<file path="config.mk">
export PLATFORM = sky130hd
export DESIGN_NAME = hs_npu_axi_mem_port
export DESIGN_NICKNAME = d
export VERILOG_FILES = /design/src/rtl/hs_npu_pkg.sv /design/src/rtl/hs_npu_axi_beat_counter.sv /design/src/rtl/hs_npu_axi_mem_port.sv
export SDC_FILE = /design/constraint.sdc
export NUM_CORES = 1
export LEC_CHECK = 0
export ABC_AREA = 0
export CAP_MARGIN = 20
export CORE_MARGIN = 2
export CORE_UTILIZATION = 32
export CTS_BUF_LIST = sky130_fd_sc_hd__clkbuf_2 sky130_fd_sc_hd__clkbuf_4 sky130_fd_sc_hd__clkbuf_8
export CTS_CLUSTER_DIAMETER = 150
export DETAILED_ROUTE_END_ITERATION = 16
export SLEW_MARGIN = 20
export SYNTH_ARGS = -nofsm -noshare
export SYNTH_HDL_FRONTEND = slang
export SYNTH_SLANG_ARGS = --single-unit
</file>
<file path="constraint.sdc">
create_clock -name clk -period 3.4 [get_ports clk]
set_clock_uncertainty 0.15 [all_clocks]
set_input_delay 0.68 -clock clk [delete_from_list [all_inputs] [get_ports clk]]
set_output_delay 0.68 -clock clk [all_outputs]
set_load 0.01 [all_outputs]
</file>
<file path="src/rtl/hs_npu_pkg.sv">
// Shared NPU definitions: AXI response codes, fixed AXI burst attributes and
// the memory-port state encoding.
package hs_npu_pkg;

  typedef enum logic [1:0] {
    OKAY   = 2'b00,
    EXOKAY = 2'b01,
    SLVERR = 2'b10,
    DECERR = 2'b11
  } axi_resp_t;

  localparam logic [1:0] AXI_BURST_INCR = 2'b01;
  localparam logic [2:0] AXI_SIZE_4B    = 3'b010;

  typedef enum logic [2:0] {
    IDLE,
    RD_ADDR,
    RD_DATA,
    RD_DONE,
    WR_ADDR,
    WR_DATA,
    WR_RESP
  } mp_state_e;

endpackage

</file>
<file path="src/rtl/hs_npu_axi_beat_counter.sv">
// Beat counter for one AXI data channel.
//   clr  : return to beat 0 (held while the port is idle)
//   inc  : a beat was accepted this cycle
//   cnt  : index of the beat currently expected
//   last : cnt is the final beat of a WORDS-beat burst
// The counter wraps after the final beat, so an over-long burst keeps
// indexing inside the burst buffer instead of running off its end.
module hs_npu_axi_beat_counter #(
  parameter int unsigned WORDS = 2
) (
  input  logic       clk,
  input  logic       rst_n,
  input  logic       clr,
  input  logic       inc,
  output logic [3:0] cnt,
  output logic       last
);

  localparam logic [3:0] LAST_IDX = 4'(WORDS - 1);

  assign last = (cnt == LAST_IDX);

  always_ff @(posedge clk or negedge rst_n) begin
    if (!rst_n)      cnt <= 4'd0;
    else if (clr)    cnt <= 4'd0;
    else if (inc)    cnt <= last ? 4'd0 : cnt + 4'd1;
  end

endmodule

</file>
<file path="src/rtl/hs_npu_axi_mem_port.sv">
// NPU memory port: turns ordering-stage word-burst requests into AXI4 INCR
// bursts, one transaction in flight at a time.
//   req_*            : request from the ordering stage (sampled only in IDLE)
//   wr_data_i        : write burst, word 0 at the lowest address
//   rd_data_o/rd_valid_o : completed read burst, rd_valid_o is a 1-cycle pulse
//   wr_ready_o       : port is idle and will take a write this cycle
//   err_o            : sticky, any non-OKAY RRESP/BRESP or RLAST misplacement
//   m_ar*/m_r*/m_aw*/m_w*/m_b* : AXI4 master channels
module hs_npu_axi_mem_port
  import hs_npu_pkg::*;
#(
  parameter int unsigned BURST_WORDS = 2,
  parameter int unsigned ADDR_WIDTH  = 32
) (
  input  logic                              clk,
  input  logic                              rst_n,
  input  logic                              req_read_i,
  input  logic                              req_write_i,
  input  logic                              req_invalidate_i,
  input  logic [ADDR_WIDTH-1:0]             req_address_i,
  input  logic [BURST_WORDS-1:0][31:0]      wr_data_i,
  output logic [BURST_WORDS-1:0][31:0]      rd_data_o,
  output logic                              rd_valid_o,
  output logic                              wr_ready_o,
  output logic                              err_o,
  output logic [ADDR_WIDTH-1:0]             m_araddr,
  output logic [7:0]                        m_arlen,
  output logic [2:0]                        m_arsize,
  output logic [1:0]                        m_arburst,
  output logic                              m_arvalid,
  input  logic                              m_arready,
  input  logic [31:0]                       m_rdata,
  input  logic [1:0]                        m_rresp,
  input  logic                              m_rlast,
  input  logic                              m_rvalid,
  output logic                              m_rready,
  output logic [ADDR_WIDTH-1:0]             m_awaddr,
  output logic [7:0]                        m_awlen,
  output logic [2:0]                        m_awsize,
  output logic [1:0]                        m_awburst,
  output logic                              m_awvalid,
  input  logic                              m_awready,
  output logic [31:0]                       m_wdata,
  output logic [3:0]                        m_wstrb,
  output logic                              m_wlast,
  output logic                              m_wvalid,
  input  logic                              m_wready,
  input  logic [1:0]                        m_bresp,
  input  logic                              m_bvalid,
  output logic                              m_bready
);

  mp_state_e                   state_q, state_d;
  logic [ADDR_WIDTH-1:0]       addr_q;
  logic [BURST_WORDS-1:0][31:0] wdata_q;
  logic                        drop_q;    // current read result is to be discarded
  logic                        w_done_q;  // all W beats accepted (W may finish before AW)
  logic [3:0]                  r_cnt, w_cnt;
  logic                        r_last, w_last;
  logic                        r_hs, w_hs, rd_state;

  assign r_hs     = m_rvalid && m_rready;
  assign w_hs     = m_wvalid && m_wready;
  assign rd_state = (state_q == RD_ADDR) || (state_q == RD_DATA) || (state_q == RD_DONE);

  // Fixed burst attributes; address comes straight from the captured request.
  assign m_araddr  = addr_q;
  assign m_awaddr  = addr_q;
  assign m_arlen   = 8'(BURST_WORDS - 1);
  assign m_awlen   = 8'(BURST_WORDS - 1);
  assign m_arsize  = AXI_SIZE_4B;
  assign m_awsize  = AXI_SIZE_4B;
  assign m_arburst = AXI_BURST_INCR;
  assign m_awburst = AXI_BURST_INCR;
  assign m_wstrb   = 4'hF;

  hs_npu_axi_beat_counter #(.WORDS(BURST_WORDS)) u_r_cnt (
    .clk(clk), .rst_n(rst_n), .clr(state_q == IDLE), .inc(r_hs), .cnt(r_cnt), .last(r_last)
  );

  hs_npu_axi_beat_counter #(.WORDS(BURST_WORDS)) u_w_cnt (
    .clk(clk), .rst_n(rst_n), .clr(state_q == IDLE), .inc(w_hs), .cnt(w_cnt), .last(w_last)
  );

  always_ff @(posedge clk or negedge rst_n) begin
    if (!rst_n) state_q <= IDLE;
    else        state_q <= state_d;
  end

  always_comb begin
    state_d    = state_q;
    m_arvalid  = 1'b0;
    m_rready   = 1'b0;
    m_awvalid  = 1'b0;
    m_wvalid   = 1'b0;
    m_bready   = 1'b0;
    rd_valid_o = 1'b0;
    // gated by rst_n so the ready reads 0 while reset is held
    wr_ready_o = (state_q == IDLE) && rst_n;
    m_wlast    = w_last;
    m_wdata    = '0;
    for (int i = 0; i < int'(BURST_WORDS); i++)
      if (w_cnt == 4'(i)) m_wdata = wdata_q[i];
    case (state_q)
      IDLE: begin
        if (req_write_i)                           state_d = WR_ADDR;
        else if (req_read_i && !req_invalidate_i)  state_d = RD_ADDR;
      end
      RD_ADDR: begin
        m_arvalid = 1'b1;
        if (m_arready) state_d = RD_DATA;
      end
      RD_DATA: begin
        m_rready = 1'b1;
        if (m_rvalid && m_rlast) state_d = RD_DONE;
      end
      RD_DONE: begin
        rd_valid_o = !drop_q && !req_invalidate_i;
        state_d    = IDLE;
      end
      WR_ADDR: begin
        // AW and W are offered together; W may run ahead of AW.
        m_awvalid = 1'b1;
        m_wvalid  = !w_done_q;
        if (m_awready) state_d = WR_DATA;
      end
      WR_DATA: begin
        m_wvalid = !w_done_q;
        if (w_done_q || (w_hs && w_last)) state_d = WR_RESP;
      end
      WR_RESP: begin
        m_bready = 1'b1;
        if (m_bvalid) state_d = IDLE;
      end
      default: state_d = IDLE;
    endcase
  end

  always_ff @(posedge clk or negedge rst_n) begin
    if (!rst_n) begin
      addr_q    <= '0;
      wdata_q   <= '0;
      rd_data_o <= '0;
      drop_q    <= 1'b0;
      w_done_q  <= 1'b0;
      err_o     <= 1'b0;
    end else begin
      if (state_q == IDLE) begin
        w_done_q <= 1'b0;
        if (req_write_i) begin
          addr_q  <= req_address_i;
          wdata_q <= wr_data_i;
        end else if (req_read_i && !req_invalidate_i) begin
          addr_q <= req_address_i;
          drop_q <= 1'b0;
        end
      end
      if (rd_state && req_invalidate_i) drop_q <= 1'b1;
      if (r_hs) begin
        // A discarded burst is still drained but never lands in rd_data_o.
        if (!drop_q && !req_invalidate_i)
          for (int i = 0; i < int'(BURST_WORDS); i++)
            if (r_cnt == 4'(i)) rd_data_o[i] <= m_rdata;
        // RLAST is trusted for termination; a misplaced one is flagged.
        if ((axi_resp_t'(m_rresp) != OKAY) || (m_rlast != r_last)) err_o <= 1'b1;
      end
      if (w_hs && w_last) w_done_q <= 1'b1;
      if (m_bvalid && m_bready && (axi_resp_t'(m_bresp) != OKAY)) err_o <= 1'b1;
    end
  end

endmodule
</file>
==> impl_table.tex <==
\begin{tabular}{lr}
\hline
Metric & Value \\
\hline
\multicolumn{2}{l}{\textbf{Setup path}} \\
Endpoint of the worst-slack reg-to-reg timing path & wdata\_q[63] \\
CP Class & register to output pin \\
Critical path arrival & 2380 ps \\
Register-to-Register Path Depth & 5 \\
Worst Path Max Fanout & 26 \\
Critical path startpoint category & register \\
Required time reported for the critical path endpoint & 2570 ps \\
Reg2Reg Setup Slack & $\sim$1100 ps \\
RR Startpoint & state\_q[2] \\
Crit. End Element & output pin \\
\multicolumn{2}{l}{\textbf{STA}} \\
Fin. Hold Viols & 0 \\
RSZ-0062 raised after global routing & no \\
Max Clock Freq & 312 MHz \\
Share of the clock period used by the worst path after layout & 0.944 \\
Final Slew Violations & 0 \\
Final WS setup & 190 ps \\
Accumulated negative setup slack & 0 ps \\
Tmin final & 3210 ps \\
Max-slew headroom & 0.373 \\
Setup violations, final & 0 \\
Tightest Pin Transition & 940 ps \\
\multicolumn{2}{l}{\textbf{Synthesis}} \\
Proportion of synthesized chip area in sequential cells & 0.543 \\
Count of flip-flops with a built-in enable after synthesis & 0 \\
\#FFs+latches synth & approximately 170 \\
Post-synthesis cell count & 539 \\
Post-Synthesis Mean Instance Area & around 15 um2 \\
Most frequently used flop master after synthesis & sky130\_fd\_sc\_hd\_\_dfrtp\_1 \\
Number of warnings issued by yosys & 0 \\
Yosys cell types & 54 \\
Asr flop ratio synth & 1.00 \\
Cell area after synthesis & 8020 um2 \\
\multicolumn{2}{l}{\textbf{Routing}} \\
Routed Antenna Nets & 0 \\
Iteration-0 DRC count of the detailed router & around 180 \\
Total wire length after detailed routing & a little under 20000 um \\
Via density & approximately 4.5 \\
Vias & approximately 5200 \\
Avg WL per Cell & 16.9 um \\
Drt first pass iters & 4 \\
DRC Markers & 0 \\
\multicolumn{2}{l}{\textbf{Global routing}} \\
Via count of the first global-routing pass & 5595 \\
Global-route wire length before repair & 31000 um \\
Global-route usage over all layers & 0.150 \\
Overflow after GRT & 0 \\
Number of antenna violations at the first check in global routing & 1 \\
Largest net degree at the start of global routing & 73 \\
\multicolumn{2}{l}{\textbf{Place}} \\
Number of instances in the placed design & between 1000 and 1500 \\
Placed inst area & 11100 um2 \\
Pre-CTS worst setup slack & roughly 470 ps \\
GPL Wtd Cong & 0.724 \\
Port Buffer Count & 311 \\
Half-perimeter wire length after detailed placement & 14100 um \\
\multicolumn{2}{l}{\textbf{Pwr}} \\
Worst voltage drop across the vdd grid & 415 uV \\
PD cells & $\sim$830 nW/um2 \\
Static leakage power & 5.12 nW \\
\multicolumn{2}{l}{\textbf{Clock network}} \\
Clock insertion delay at the later pin of the skew report & 450 ps \\
Clock tree root buffer cell & sky130\_fd\_sc\_hd\_\_clkbuf\_8 \\
Sink count of the clock tree & $\sim$170 \\
Number of buffers inserted during clock tree synthesis & 17 \\
Post-CTS setup buffer count & 0 \\
Clock-pin slew reported for the worst setup and hold paths after clock tree synthesis & 90 ps \\
H-Tree Level Count & 4 \\
Clock tree from TritonCTS & done \\
Deepest clock path buffer count & 2 \\
\multicolumn{2}{l}{\textbf{Floorplan}} \\
Die outline height & 162 um \\
Effective utilization at floorplan & 0.328 \\
Total I/O pin count & 342 \\
Area enclosed by the die boundary & 26400 um2 \\
Core Footprint & $\sim$24000 um2 \\
Horizontal die dimension & 162 um \\
Total number of placement rows & 57 \\
\multicolumn{2}{l}{\textbf{Min path}} \\
Min-Delay Path Depth & 1 \\
Worst Hold Launch & wdata\_q[36] \\
Hold endpoint & wdata\_q[36] \\
Worst hold-check path type & register to register \\
\multicolumn{2}{l}{\textbf{Run status}} \\
Outcome & finished clean \\
\multicolumn{2}{l}{\textbf{Final layout}} \\
Filler instances & 2218 \\
Design Area, Final & 11500 um2 \\
Number of standard cells in the layout, taps in and fillers out & $\sim$1200 \\
Layout net count & 968 \\
Share of final-layout standard cells stronger than drive strength 1 & 0.152 \\
Area grow syn2layout & 43.4\% \\
\multicolumn{2}{l}{\textbf{Flow run}} \\
Max-capacitance violation count & 0 \\
\hline
\end{tabular}
sequential cells by signal, summed over array words and instances, names as in the netlist:
| register | count |
|---|---|
| u_w_cnt.cnt | 4 |
| rd_data_o | 64 |
| drop_q | 1 |
| u_r_cnt.cnt | 4 |
| wdata_q | 64 |
| w_done_q | 1 |
| err_o | 1 |
| m_araddr | 32 |
| state_q | 3 |
worst max-delay path: stages, from the launching register on:
cell and delay [ps]:
sky130_fd_sc_hd__dfrtp_1 470, sky130_fd_sc_hd__nor4b_4 310, sky130_fd_sc_hd__buf_4 360, sky130_fd_sc_hd__a22o_1 200
sky130_fd_sc_hd__clkdlybuf4s50_1 580
kinds of logic (layout without fill, tap and decap cells):
logic type,count (synthesis),in the layout,share of synthesized area
muxes,163,163,0.256
other,2,31,0.000936
xor gates and xnor gates,1,1,0.00109
AOI/OAI and AO/OA,53,53,0.0549
adders and majority gates,3,3,0.00468
DFF,174,174,0.543
buffers and inverters,96,364,0.0951
and+or+nand+nor,47,47,0.0443
cells in the final DEF (no fill, tap or decap), types with 2 or more instances in the layout:
cell / n
sky130_fd_sc_hd__nor3b_1: 5
sky130_fd_sc_hd__clkinvlp_4: 3
sky130_fd_sc_hd__clkdlybuf4s50_1: 310
sky130_fd_sc_hd__ha_1: 3
sky130_fd_sc_hd__nand2_1: 7
sky130_fd_sc_hd__o21ai_0: 2
sky130_fd_sc_hd__nor3_1: 2
sky130_fd_sc_hd__mux2_4: 60
sky130_fd_sc_hd__mux2_1: 90
sky130_fd_sc_hd__mux2i_1: 3
sky130_fd_sc_hd__dfrtp_1: 174
sky130_fd_sc_hd__and2_1: 4
sky130_fd_sc_hd__buf_12: 5
sky130_fd_sc_hd__inv_6: 4
sky130_fd_sc_hd__or3_1: 2
sky130_fd_sc_hd__a21oi_1: 4
sky130_fd_sc_hd__bufinv_16: 2
sky130_fd_sc_hd__nor4b_1: 2
sky130_fd_sc_hd__conb_1: 30
sky130_fd_sc_hd__a22o_1: 34
sky130_fd_sc_hd__mux2_2: 10
sky130_fd_sc_hd__nor2_1: 7
sky130_fd_sc_hd__inv_1: 6
sky130_fd_sc_hd__clkbuf_8: 17
sky130_fd_sc_hd__buf_4: 9
sky130_fd_sc_hd__nand3_4: 2
sky130_fd_sc_hd__inv_8: 4
stage by stage:
stage               utilization  hold WS (ps)  power (mW)
floorplan                     -           234        5.88
global placement          0.453           318        8.10
detailed placement        0.453           326        8.14
CTS                       0.470           348        9.75
global route              0.470           365        10.2
finish                    0.470           343        9.59
worst max path at each step:
stage	startpoint	endpoint	depth (start not counted)	slack [ps]
after floorplan	u_w_cnt.cnt[2]	m_wdata[20]	3	1140
after global placement	req_invalidate_i	rd_valid_o	3	500
after detailed placement	req_invalidate_i	rd_valid_o	3	470
after CTS	u_w_cnt.cnt[2]	m_wdata[4]	4	140
after global routing	u_w_cnt.cnt[2]	m_wdata[28]	4	40
final	u_w_cnt.cnt[2]	m_wdata[30]	4	190
report_power, final:
part	leakage, nW	switching, mW	internal, mW	total [mW]
Sequential	2.19	0.591	2.93	3.52
Combinational	2.73	1.71	2.84	4.54
Clock	0.202	0.839	0.691	1.53
Total	5.12	3.14	6.45	9.59
layer usage:
layer,wire length (um),share of wire,GRT usage
met1,8300,0.42,0.184
met2,8970,0.46,0.236
met3,2030,0.10,0.0693
met4,316,0.016,0.0426
met5,0,0,0
synth_stat cells, types with 5 or more instances:
cell type | number | area share
sky130_fd_sc_hd__nor2_1 | 7 | 0.0033
sky130_fd_sc_hd__clkbuf_1 | 6 | 0.0028
sky130_fd_sc_hd__mux2_4 | 60 | 0.11
sky130_fd_sc_hd__a22o_1 | 34 | 0.037
sky130_fd_sc_hd__inv_1 | 6 | 0.0028
sky130_fd_sc_hd__nor3b_1 | 5 | 0.0047
sky130_fd_sc_hd__buf_6 | 6 | 0.0084
sky130_fd_sc_hd__buf_2 | 9 | 0.0056
sky130_fd_sc_hd__dfrtp_1 | 174 | 0.54
sky130_fd_sc_hd__mux2_2 | 10 | 0.014
sky130_fd_sc_hd__buf_12 | 7 | 0.017
sky130_fd_sc_hd__nand2_1 | 7 | 0.0033
sky130_fd_sc_hd__mux2_1 | 90 | 0.13
sky130_fd_sc_hd__buf_4 | 62 | 0.058
area by class of cell:
cell class,count,area (um2),area share
antenna,1,2.50,0.000217
inverter,6,22.5,0.00196
clock inverter,14,171,0.0149
tap,324,405,0.0352
timing repair buffer,326,3290,0.286
clock buffer,18,241,0.0210
multi-input combinational,297,3020,0.262
sequential,174,4350,0.378
timing repair:
item | CTS | global route
endpoints found under the hold margin | 10 | 0
hold buffers | 1 | 0
resized for setup | 0 | 0
Power figures use the tool's default switching activity.
